**config.mk**
```make
export PLATFORM = sky130hd
export DESIGN_NAME = alu_multicycle
export DESIGN_NICKNAME = d
export VERILOG_FILES = /design/src/rtl/alu_multicycle.sv
export SDC_FILE = /design/constraint.sdc
export NUM_CORES = 1
export LEC_CHECK = 0
export ABC_AREA = 1
export BUFFER_PORTS_ARGS = -buffer_cell sky130_fd_sc_hd__buf_2
export CAP_MARGIN = 20
export CORE_ASPECT_RATIO = 0.8
export CORE_MARGIN = 4
export CORE_UTILIZATION = 40
export CTS_CLUSTER_DIAMETER = 100
export DETAILED_ROUTE_END_ITERATION = 10
export PLACE_DENSITY = 0.73
export RECOVER_POWER = 100
export SYNTH_ARGS = -nofsm -noshare
export SYNTH_HDL_FRONTEND = slang
export SYNTH_SLANG_ARGS = --single-unit
export TNS_END_PERCENT = 10
```
**constraint.sdc**
```tcl
create_clock -name clk -period 3.33 [get_ports clk]
set_clock_uncertainty 0.05 [all_clocks]
set_input_delay 0.1665 -clock clk [delete_from_list [all_inputs] [get_ports clk]]
set_output_delay 0.1665 -clock clk [all_outputs]
set_load 0.02 [all_outputs]
```
**src/rtl/alu_multicycle.sv**
```systemverilog
// alu_multicycle: sequential slice-serial ALU with a valid/ready handshake.
// An operation is processed SLICE bits per clock, least-significant slice
// first, with the inter-slice carry held in carry_reg. The result and flags
// are held in DONE until the consumer accepts them.
module alu_multicycle #(
    parameter int WIDTH = 32,
    parameter int SLICE = 8
) (
    input  logic             clk,
    input  logic             rst,
    input  logic             in_valid,
    output logic             in_ready,
    input  logic [WIDTH-1:0] a,
    input  logic [WIDTH-1:0] b,
    input  logic [2:0]       op,
    input  logic             cin,
    output logic             out_valid,
    input  logic             out_ready,
    output logic [WIDTH-1:0] result,
    output logic             cout,
    output logic             overflow,
    output logic             zero,
    output logic             negative
);

    localparam int NSLICE = WIDTH / SLICE;
    localparam int IDXW   = (NSLICE > 1) ? $clog2(NSLICE) : 1;
    localparam logic [IDXW-1:0] LAST_IDX = IDXW'(NSLICE - 1);

    localparam logic [2:0] OP_AND   = 3'b000;
    localparam logic [2:0] OP_OR    = 3'b001;
    localparam logic [2:0] OP_XOR   = 3'b010;
    localparam logic [2:0] OP_NOR   = 3'b011;
    localparam logic [2:0] OP_ADD   = 3'b100;
    localparam logic [2:0] OP_SUB   = 3'b101;
    localparam logic [2:0] OP_SLT   = 3'b110;
    localparam logic [2:0] OP_PASSA = 3'b111;

    typedef enum logic [1:0] {
        IDLE,
        RUN,
        DONE
    } state_t;

    state_t            state_reg;
    logic [WIDTH-1:0]  a_reg;
    logic [WIDTH-1:0]  b_reg;
    logic [2:0]        op_reg;
    logic              carry_reg;
    logic [IDXW-1:0]   idx_reg;
    logic [WIDTH-1:0]  result_reg;
    logic              cout_reg;
    logic              overflow_reg;
    logic              in_ready_reg;
    logic              out_valid_reg;

    // Slice views of the latched operands, indexed by slice number.
    logic [SLICE-1:0]  a_sl_arr [NSLICE];
    logic [SLICE-1:0]  b_sl_arr [NSLICE];

    genvar gi;
    generate
        for (gi = 0; gi < NSLICE; gi = gi + 1) begin : g_slices
            assign a_sl_arr[gi] = a_reg[gi*SLICE +: SLICE];
            assign b_sl_arr[gi] = b_reg[gi*SLICE +: SLICE];
        end
    endgenerate

    logic [SLICE-1:0]  a_sl;
    logic [SLICE-1:0]  b_sl;
    logic [SLICE-1:0]  b_eff;
    logic [SLICE:0]    sum_full;
    logic              is_sub;
    logic              is_arith;
    logic              carry_out;
    logic              carry_msb;
    logic              slice_ovf;
    logic              slt_less;
    logic [SLICE-1:0]  slice_res;

    // Select the current slice and compute its result, carry and flag terms.
    always_comb begin
        a_sl = '0;
        b_sl = '0;
        for (int i = 0; i < NSLICE; i++) begin
            if (idx_reg == IDXW'(i)) begin
                a_sl = a_sl_arr[i];
                b_sl = b_sl_arr[i];
            end
        end

        is_sub   = (op_reg == OP_SUB) || (op_reg == OP_SLT);
        is_arith = (op_reg == OP_ADD) || is_sub;
        b_eff    = is_sub ? ~b_sl : b_sl;
        sum_full = {1'b0, a_sl} + {1'b0, b_eff} + {{SLICE{1'b0}}, carry_reg};

        carry_out = sum_full[SLICE];
        // Carry into the slice MSB recovered from its sum bit and operand bits.
        carry_msb = sum_full[SLICE-1] ^ a_sl[SLICE-1] ^ b_eff[SLICE-1];
        slice_ovf = carry_msb ^ carry_out;
        slt_less  = sum_full[SLICE-1] ^ slice_ovf;

        case (op_reg)
            OP_AND:   slice_res = a_sl & b_sl;
            OP_OR:    slice_res = a_sl | b_sl;
            OP_XOR:   slice_res = a_sl ^ b_sl;
            OP_NOR:   slice_res = ~(a_sl | b_sl);
            OP_PASSA: slice_res = a_sl;
            default:  slice_res = sum_full[SLICE-1:0];
        endcase
    end

    // Control FSM plus operand, carry, result and flag registers.
    always_ff @(posedge clk) begin
        if (rst) begin
            state_reg     <= IDLE;
            a_reg         <= '0;
            b_reg         <= '0;
            op_reg        <= OP_AND;
            carry_reg     <= 1'b0;
            idx_reg       <= '0;
            result_reg    <= '0;
            cout_reg      <= 1'b0;
            overflow_reg  <= 1'b0;
            in_ready_reg  <= 1'b1;
            out_valid_reg <= 1'b0;
        end else begin
            case (state_reg)
                IDLE: begin
                    if (in_valid) begin
                        a_reg        <= a;
                        b_reg        <= b;
                        op_reg       <= op;
                        idx_reg      <= '0;
                        in_ready_reg <= 1'b0;
                        state_reg    <= RUN;
                        case (op)
                            OP_ADD:         carry_reg <= cin;
                            OP_SUB, OP_SLT: carry_reg <= 1'b1;
                            default:        carry_reg <= 1'b0;
                        endcase
                    end
                end
                RUN: begin
                    for (int i = 0; i < NSLICE; i++) begin
                        if (idx_reg == IDXW'(i)) begin
                            result_reg[i*SLICE +: SLICE] <= slice_res;
                        end
                    end
                    carry_reg <= carry_out;
                    idx_reg   <= idx_reg + 1'b1;
                    if (idx_reg == LAST_IDX) begin
                        idx_reg       <= '0;
                        carry_reg     <= 1'b0;
                        cout_reg      <= is_arith ? carry_out : 1'b0;
                        overflow_reg  <= is_arith ? slice_ovf : 1'b0;
                        out_valid_reg <= 1'b1;
                        state_reg     <= DONE;
                        if (op_reg == OP_SLT) begin
                            result_reg <= WIDTH'(slt_less);
                        end
                    end
                end
                DONE: begin
                    if (out_ready) begin
                        out_valid_reg <= 1'b0;
                        in_ready_reg  <= 1'b1;
                        state_reg     <= IDLE;
                    end
                end
                default: begin
                    state_reg     <= IDLE;
                    in_ready_reg  <= 1'b1;
                    out_valid_reg <= 1'b0;
                end
            endcase
        end
    end

    assign in_ready  = in_ready_reg;
    assign out_valid = out_valid_reg;
    assign result    = result_reg;
    assign cout      = cout_reg;
    assign overflow  = overflow_reg;
    assign zero      = (result_reg == '0);
    assign negative  = result_reg[WIDTH-1];

endmodule

```
==> results of run 1 <==
==> synthesized netlist by cell type, types with 2 or more instances <==
cell type / number
sky130_fd_sc_hd__nand2_1: 160
sky130_fd_sc_hd__nor2_1: 154
sky130_fd_sc_hd__dfxtp_1: 108
sky130_fd_sc_hd__o21ai_0: 89
sky130_fd_sc_hd__a21oi_1: 73
sky130_fd_sc_hd__inv_1: 47
sky130_fd_sc_hd__nand3_1: 37
sky130_fd_sc_hd__clkbuf_1: 31
sky130_fd_sc_hd__ha_1: 27
sky130_fd_sc_hd__o21ai_1: 27
sky130_fd_sc_hd__o211ai_1: 16
sky130_fd_sc_hd__inv_2: 12
sky130_fd_sc_hd__xor2_1: 9
sky130_fd_sc_hd__nor4_1: 7
sky130_fd_sc_hd__buf_2: 6
sky130_fd_sc_hd__buf_4: 5
sky130_fd_sc_hd__a211oi_1: 4
sky130_fd_sc_hd__and2_1: 4
sky130_fd_sc_hd__nand2_2: 4
sky130_fd_sc_hd__nand4_1: 4
sky130_fd_sc_hd__buf_1: 3
sky130_fd_sc_hd__buf_6: 3
sky130_fd_sc_hd__nor2_2: 3
sky130_fd_sc_hd__fa_1: 2
sky130_fd_sc_hd__inv_4: 2
sky130_fd_sc_hd__o2111ai_1: 2
sky130_fd_sc_hd__o21ai_2: 2
sky130_fd_sc_hd__or2_2: 2
sky130_fd_sc_hd__xnor2_1: 2
==> worst min-delay path by stage <==
stage / from / slack [ps] / to
finish: b[2] / 9 / b_reg[2]
global route: a[11] / 30 / a_reg[11]
CTS: b[2] / 2 / b_reg[2]
detailed placement: b[15] / 370 / b_reg[15]
global placement: b[18] / 370 / b_reg[18]
floorplan: out_ready / 280 / state_reg[1]
==> power by group through the flow <==
stage	sequential, uW	clock (uW)	combinational (uW)
after global routing	1460	1210	1180
after detailed placement	1470	0	983
after floorplan	1470	0	674
final	1440	1160	1050
after CTS	1440	1170	998
after global placement	1470	0	966
==> metrics by stage <==
| stage | setup WS [ps] | cell area [sq um] | setup TNS, ps | power, uW | cells |
|---|---|---|---|---|---|
| finish | 149 | 7040 | 0 | 3650 | 1145 |
| global route | -57.4 | 7040 | -155 | 3840 | 1145 |
| CTS | 13.6 | 6980 | 0 | 3610 | 1145 |
| detailed placement | -207 | 6640 | -903 | 2450 | 1127 |
| global placement | 46.4 | 6640 | 0 | 2440 | 1127 |
| floorplan | 106 | 5830 | 0 | 2150 | 854 |
==> metal layers <==
metal / track usage / vias to the layer above / share of wire
met5: 0 / - / 0
met4: 0.0716 / 0 / 0.022
met3: 0.0545 / 32 / 0.071
met2: 0.304 / 189 / 0.43
met1: 0.287 / 2660 / 0.48
li1: - / 3013 / -
==> layout make-up <==
cell class | instances | area (sq um)
sequential | 108 | 2170
clock buffer | 9 | 225
timing repair buffer | 139 | 766
clock inverter | 7 | 96.3
multi-input combinational | 637 | 3320
fill | 1406 | 7250
tap | 184 | 230
inverter | 61 | 234
==> cells by family (layout without fill, tap and decap cells) <==
family	Yosys count	count (layout)	synth area share
flip-flops	108	108	0.371
AND/OR/NAND/NOR	379	379	0.266
AO/OA/AOI/OAI	218	218	0.202
adder cells (fa/ha/maj)	29	29	0.0648
XOR/XNOR	11	11	0.0165
buffers and inverters	109	216	0.0794
==> worst min-delay path, cell delays in order <==
cell	delay [ps]
sky130_fd_sc_hd__buf_2	70
sky130_fd_sc_hd__o21ai_0	70
sky130_fd_sc_hd__nor2_1	70
==> what timing repair did <==
action,in CTS,in global routing
gates resized for setup,3,40
setup endpoints to repair,6,26
endpoints found under the hold margin,1,0
buffers inserted,1,0
hold buffers,1,0
pin swaps,0,9
==> impl_metrics.toml, run 1 <==
[global_routing]
overflow = 0
grt_pass1_vias = 5552
grt_start_max_net_pins = 75
antenna_found_initial = 0
grt_pass1_wl_mm = 27.2
groute.usage.overall = 0.205

[timing]
final_period_minus_worst_setup_slack_ps = 3180
clock.fmax_mhz = 314
final_count_of_hold_timing_violations = 0
setup_viol = 0
relSlewSlack = -0.0387
final_min_period_over_clock_period = 0.955
whs_ps = 9.27
slew_violations = 37
tightest_slew_ps = 1560

[place]
place_hpwl_mm = 12.6
buffer_ports.inserted = 109
globalplace.congestion = 0.949

[pwr]
power-per-cell-area_nw_per_um2 = 518
sw_frac_of_total = 0.336
proportion_of_power_drawn_by_flip_flops_and_latches = 0.396
power.internal_uw = 2420
power.clock.fraction = 0.317
total_leakage_power_uw = 0.00309
vdd_drop_max_mv = 0.269
netSwitchingPower_uw = 1230
share_comb_of_total_power = 0.287

[route]
avgViaCountPerCell = 5.15
wl_per_cell_um = 14.7
drt_first_pass_iters = 5
drc = 0
drt_iter0_drc = 560
via_count = 5894
ant_nets = 0
routed_wirelength_mm = 16.8

[critical_path]
timing_worst_setup_path_type = "flip-flop to flip-flop"
endpoint_kind = "flip-flop"
reg2reg_depth = 20
critical_path_cell_by_cell = "buf_4, ha_2, buf_12, nand2_1, and2_4, xor2_2, fa_2, inv_2, fa_2, nand3_1, nand2_2, nand2_1, nand2_1, a21oi_1, or2_2, nand3_2, nand2_2, nand2_1, nand2_1, a21oi_1"
regToRegSetupSlack_ps = 150
critical_path_peak_fanout = 17
worst_path_max_delay_cell = "sky130_fd_sc_hd__dfxtp_4"
worstReg2RegEnd = "result[22]"
crit_family = "simple AND/OR/NAND/NOR gates"
timing.rr.start = "idx_reg[0]"
cp-start-kind = "flip-flop"
path_depth = 20
worstPathRequired_ps = 3570
cpMostUsedCell = "sky130_fd_sc_hd__nand2_1"
critical_path_endpoint = "result[22]"
crit_path_buffers_inverters = 3
critical_path.max_stage_delay_ps = 370
worst_setup_path_startpoint = "idx_reg[0]"
worst_ep_arrival_ps = 3420

[final_layout]
final_nets = 1057
final_layout_size_suffix_gt1_frac = 0.176
synthToLayoutAreaGrowth_pct = 20.9
antenna_cells_inserted = 0
most-common-layout-cells = "155 x sky130_fd_sc_hd__nand2_1, 155 x sky130_fd_sc_hd__nor2_1, 106 x sky130_fd_sc_hd__dfxtp_1"
post-route-util = 0.493

[yosys]
netlist-cell-type-count = 38
synth_nets = 955
synth-async-reset-ratio = 0
synth_enable_flop_cells = 0
synth-seq-area-share = 0.371
synth.yosys.warnings = 0
synth_top_cell_area_share = 0.371
synth_area_per_cell_sq_um = 6.82
yosys_register_bits = 108
synth_area_leaders = "sky130_fd_sc_hd__dfxtp_1 37%, sky130_fd_sc_hd__nand2_1 10%, sky130_fd_sc_hd__nor2_1 9.9%"
postSynthCellCount = 854
most_used_flip_flop_cell_after_synthesis = "sky130_fd_sc_hd__dfxtp_1"
synth_top_area_cell = "sky130_fd_sc_hd__dfxtp_1"
post_synth_instance_area_sq_um = 5830

[min_path]
min-delay-path-class = "primary input to flip-flop"
worst_hold_path.num_cells = 3

[run]
max_cap_viol_count = 1

[clock_tree]
clock-sinks = 108
clkLatencyLatePin_ps = 360
cts_tree = "yes"
clock_tree.htree_level_count = 3
clock_input_transition_at_the_sequential_cells_of_the_worst_setup_and_hold_paths_ps = 70
cts_inserted_buffers = 9
clock_tree.buffer_depth = 2
ctsRootBufferMaster = "sky130_fd_sc_hd__clkbuf_16"

[run_status]
outcome = "complete, but fails checks"
violations = "max-capacitance violations, max-slew violations"

[floorplanning]
die-height_um = 116
coreArea_sq_um = 14300
die_area_sq_um = 16600
start_util = 0.408
die-width_um = 143
ioPinCount = 110
placement_rows = 39
No activity file was read; power rests on OpenSTA's default activity.
==> run 2: changes to the inputs <==
==> constraint.sdc (replaced) <==
create_clock -name clk -period 3.33 [get_ports clk]
set_clock_uncertainty 0.05 [all_clocks]
set_input_delay 0.333 -clock clk [delete_from_list [all_inputs] [get_ports clk]]
set_output_delay 0.333 -clock clk [all_outputs]
set_load 0.02 [all_outputs]
==> run 2 against run 1 <==
  * Die area did not move
  * Register-to-register slack about the same
  * Setup slack got worse by 8.0 ps
  * Highest routed layer unchanged
  * Combinational power about the same
  * Largest cell class unchanged
  * Worst hold slack improved by 160 ps
  * Sequential power is essentially flat
  * The run still ends with max-capacitance violations, max-slew violations left
  * Flip-flop and latch count did not move
  * Total power fell by 0.16%
==> impl_metrics.toml, run 2 (synthesized netlist as in run 1, its figures left out) <==
[run]
max_cap_viol_count = 1

[final_layout]
synthToLayoutAreaGrowth_pct = 20.7
most-common-layout-cells = "155 x sky130_fd_sc_hd__nand2_1, 155 x sky130_fd_sc_hd__nor2_1, 106 x sky130_fd_sc_hd__dfxtp_1"
antenna_cells_inserted = 0
final_layout_size_suffix_gt1_frac = 0.176
final_nets = 1056

[timing]
tightest_slew_ps = 1550
setup_viol = 0
final_count_of_hold_timing_violations = 0
finalWorstSetupSlack_ps = 141
clock.fmax_mhz = 314
relSlewSlack = -0.0325
slew_violations = 46
whs_ps = 172
final_period_minus_worst_setup_slack_ps = 3190
final_min_period_over_clock_period = 0.958

[run_status]
violations = "max-capacitance violations, max-slew violations"
outcome = "complete, but fails checks"

[critical_path]
worst_path_max_delay_cell = "sky130_fd_sc_hd__dfxtp_4"
crit_family = "simple AND/OR/NAND/NOR gates"
crit_path_buffers_inverters = 4
cpMostUsedCell = "sky130_fd_sc_hd__nand3_1"
reg2reg_depth = 18
worst_ep_arrival_ps = 3370
critical_path_cell_by_cell = "buf_4, ha_2, buf_12, nand2_1, and2_4, xor2_2, fa_2, inv_2, fa_2, nand3_1, nand2_2, nand4_1, o211ai_1, inv_1, nand3_1, nand3_1, nand3_1, a21oi_1"
worstPathRequired_ps = 3510
timing_worst_setup_path_type = "flip-flop to flip-flop"
critical_path.max_stage_delay_ps = 370
cp-start-kind = "flip-flop"
critical_path_peak_fanout = 17
path_depth = 18
endpoint_kind = "flip-flop"

[route]
ant_nets = 0
drt_first_pass_iters = 5
wl_per_cell_um = 14.7
drc = 0
via_count = 5955
routed_wirelength_mm = 16.8
drt_iter0_drc = 573
avgViaCountPerCell = 5.21

[clock_tree]
clkLatencyLatePin_ps = 350
cts_tree = "yes"
clock_input_transition_at_the_sequential_cells_of_the_worst_setup_and_hold_paths_ps = 70
clock_tree.buffer_depth = 2
ctsRootBufferMaster = "sky130_fd_sc_hd__clkbuf_16"
clock_tree.htree_level_count = 3
cts_inserted_buffers = 9
clock-sinks = 108

[place]
buffer_ports.inserted = 109
place_hpwl_mm = 12.6
dp_worst_setup_slack_ps = -207
globalplace.congestion = 0.949

[global_routing]
grt_start_max_net_pins = 75
overflow = 0
grt_pass1_wl_mm = 27.2
groute.usage.overall = 0.205
grt_pass1_vias = 5558
antenna_found_initial = 0

[pwr]
total_leakage_power_uw = 0.00308
vdd_drop_max_mv = 0.265
post-layout-total-power_uw = 3640
power-per-cell-area_nw_per_um2 = 518

[floorplanning]
placement_rows = 39
ioPinCount = 110
die_area_sq_um = 16600
coreArea_sq_um = 14300
start_util = 0.408
die-height_um = 116
die-width_um = 143

[min_path]
min-delay-path-class = "primary input to flip-flop"
worst_hold_path.num_cells = 3
[run 2: changes by cell type in the layout (fill, tap and decap cells not counted), sizes merged]
cell / delta
buf: -2
clkbuf: +2
dlygate4sd3: -1
[run 2: power breakdown]
part | switching (uW) | leakage (uW) | internal, uW
Combinational | 665 | 0.00203 | 377
Clock | 492 | 0.000160 | 663
Sequential | 64.4 | 0.000890 | 1380
[run 2: repair_timing]
action	CTS	global route
hold buffers	0	0
gates resized for setup	3	40
pin swaps	0	9
setup buffers	1	0
endpoints found under the setup margin	6	26
endpoints found under the hold margin	0	0
[run 2: area by class of cell]
type / count / area, sq um
fillers: 1404 / 7270
inverters: 61 / 234
multi-input cells: 637 / 3320
clock inverters: 7 / 96.3
well taps: 184 / 230
clock buffers: 9 / 225
repair buffers: 138 / 752
flip-flops and latches: 108 / 2170
[run 2: path summary, 6_finish.rpt]
check / startpoint / slack [ps] / to
max: idx_reg[0] / 140 / result[0]
min: b[15] / 170 / b_reg[15]
max reg2reg: idx_reg[0] / 140 / result[0]
min reg2reg: cout / 420 / cout
[run 2: worst min-delay path: cells and delay by family]
family                 cells  cell delay (ps)
buffers and inverters      1               70
AOI/OAI and AO/OA          1               70
and+or+nand+nor            1               70
[run 2: metal layers]
metal | wire [um] | global-route usage
met2 | 7270 | 0.304
met5 | 0 | 0
met1 | 7990 | 0.288
met3 | 1170 | 0.0545
met4 | 383 | 0.0716
[run 2: through the flow]
step,instance area [sq um],std cells,utilization,setup TNS (ps)
final,7030,1144,0.492,0
after global routing,7030,1144,0.492,-155
after CTS,6970,1144,0.488,0
after detailed placement,6640,1127,0.464,-903
after global placement,6640,1127,0.464,0
after floorplan,5830,854,-,0
==> run 3: changes to the inputs <==
- PLACE_DENSITY: 0.73 -> 0.66
==> run 3 against run 2 <==
  * The run still ends with max-capacitance violations, max-slew violations left
  * Total power about the same
  * Die area did not move
  * Fmax grew 1.1%
  * Non-clock buffer count is 20 higher
  * Largest power group unchanged
==> impl_metrics.toml, run 3 (synthesized netlist as in run 1, its figures left out) <==
[run_status]
outcome = "complete, but fails checks"
violations = "max-capacitance violations, max-slew violations"

[critical_path]
worst_ep_arrival_ps = 3340
critical_path_cell_by_cell = "buf_4, ha_4, buf_4, buf_4, a21oi_1, o21ai_1, o21ai_1, inv_1, ha_1, or2_2, nand2_1, xor2_1, nand2_1, nand2_1, inv_2, o21ai_0, a21oi_1"
crit_family = "compound AO/OA/AOI/OAI gates"
critical_path_peak_fanout = 10
worst_path_max_delay_cell = "sky130_fd_sc_hd__dfxtp_2"
crit_path_buffers_inverters = 5
critical_path.max_stage_delay_ps = 330
endpoint_kind = "flip-flop"
reg2reg_depth = 17
timing.rr.start = "idx_reg[1]"
cp-start-kind = "flip-flop"
regToRegSetupSlack_ps = 170
timing_worst_setup_path_type = "flip-flop to flip-flop"
worstReg2RegEnd = "result[11]"
path_depth = 17
worstPathRequired_ps = 3520

[final_layout]
synthToLayoutAreaGrowth_pct = 22.6
final_layout_size_suffix_gt1_frac = 0.195
layoutNonFillerInstCount = 1164
multiInputGateArea_sq_um = 3320
area_used_by_sequential_logic_in_the_layout_sq_um = 2170
mostFrequentLayoutCell = "sky130_fd_sc_hd__nand2_1"
most-common-layout-cells = "156 x sky130_fd_sc_hd__nand2_1, 155 x sky130_fd_sc_hd__nor2_1, 106 x sky130_fd_sc_hd__dfxtp_1"
antenna_cells_inserted = 0
final_nets = 1076
layout.filler_cells = 1428

[route]
drc = 0
wl_per_cell_um = 14.9
routed_wirelength_mm = 17.3
via_count = 6003
avgViaCountPerCell = 5.16
drt_iter0_drc = 659
ant_nets = 0
drt_first_pass_iters = 5

[clock_tree]
clock_tree.htree_level_count = 3
cts_tree = "yes"
cts_inserted_buffers = 9
clock_tree.buffer_depth = 2
clkLatencyLatePin_ps = 360
ctsRootBufferMaster = "sky130_fd_sc_hd__clkbuf_16"
clock-sinks = 108
clock_input_transition_at_the_sequential_cells_of_the_worst_setup_and_hold_paths_ps = 80

[timing]
setup_viol = 0
relSlewSlack = -0.0255
final_min_period_over_clock_period = 0.948
clock.fmax_mhz = 317
final_count_of_hold_timing_violations = 0
final_period_minus_worst_setup_slack_ps = 3160
slew_violations = 44
tightest_slew_ps = 1540
rsz0062_at_grt = "true"

[global_routing]
grt_pass1_vias = 5485
grt_pass1_wl_mm = 27.6
antenna_found_initial = 0
groute.usage.overall = 0.208
grt_start_max_net_pins = 75
overflow = 0

[min_path]
hold_path_end = "a_reg[3]"
worst_hold_path.num_cells = 3
min-delay-path-class = "primary input to flip-flop"
holdCritStartpoint = "a[3]"

[pwr]
vdd_drop_max_mv = 0.256
total_leakage_power_uw = 0.00316
post-layout-total-power_uw = 3640
power-per-cell-area_nw_per_um2 = 510

[run]
max_cap_viol_count = 1

[floorplanning]
ioPinCount = 110
die-width_um = 143
die-height_um = 116
die_area_sq_um = 16600
placement_rows = 39
coreArea_sq_um = 14300
start_util = 0.408

[place]
buffer_ports.inserted = 109
post_placement_cell_count = 1141
place_hpwl_mm = 13.0
globalplace.congestion = 0.904
[run 3: cell types whose count changed in the layout (fill, tap and decap cells not counted), moves of 2 or more]
cell                        before  now
sky130_fd_sc_hd__buf_12          4    0
sky130_fd_sc_hd__clkbuf_1       41   39
sky130_fd_sc_hd__a21oi_2         0    3
sky130_fd_sc_hd__fa_2            2    0
sky130_fd_sc_hd__o21ai_2         1    4
sky130_fd_sc_hd__buf_4          21   44
sky130_fd_sc_hd__and2_1          0    2
sky130_fd_sc_hd__clkinv_2        2    0
sky130_fd_sc_hd__bufinv_16       2    0
sky130_fd_sc_hd__buf_6           0    2
sky130_fd_sc_hd__clkinv_8        0    2
sky130_fd_sc_hd__a21oi_1        72   70
sky130_fd_sc_hd__inv_8           0    2
sky130_fd_sc_hd__fa_1            0    2
[run 3: layout make-up]
cell class,instances,area share
Timing Repair Buffer,158,0.122
Clock buffer,9,0.0315
Tap cell,184,0.0322
Sequential cell,108,0.303
Multi-Input combinational cell,637,0.465
Clock inverter,7,0.0123
Inverter,61,0.0331
[run 3: worst max path at each step]
stage / from / slack [ps] / end
2_1_floorplan: idx_reg[1] / 110 / result[14]
3_3_place_gp: idx_reg[1] / -10 / result[15]
3_5_place_dp: idx_reg[1] / -50 / result[0]
4_1_cts: idx_reg[0] / 30 / result[0]
5_1_grt: idx_reg[0] / -40 / result[23]
6_report: idx_reg[1] / 170 / result[11]
[run 3: metrics by stage]
step	hold slack [ps]	setup WS, ps	setup TNS (ps)	instance area (sq um)	utilization
final	173	175	0	7140	0.500
after global routing	174	-40.4	-120	7140	0.500
after CTS	165	26.0	0	7010	0.490
after detailed placement	414	-46.9	-160	6690	0.468
after global placement	396	-12.7	-28.2	6690	0.468
after floorplan	375	106	0	5830	-
[run 3: metal layers]
layer  wire [um]  up-vias  global-route usage
met4         204        0              0.0513
met5           0        -                   0
met3         854       19              0.0351
met1        8830     2773               0.316
li1            -     3044                   -
met2        7400      167               0.307
[run 3: worst min-delay path: stages]
cell                      delay [ps]
sky130_fd_sc_hd__buf_2            70
sky130_fd_sc_hd__o21ai_0          70
sky130_fd_sc_hd__nor2_1           70
[run 3: power breakdown]
part	switching [uW]	leakage [uW]	internal (uW)
registers	64.6	0.000889	1380
clock network	563	0.000149	544
logic	674	0.00213	417
total	1300	0.00316	2340
[run 3: repair_timing]
action / in CTS / in global routing
pin swaps: 0 / 5
endpoints found under the setup margin: 6 / 23
gates resized for setup: 2 / 41
gates cloned: 0 / 0
hold buffers: 0 / 0
buffers inserted: 1 / 6
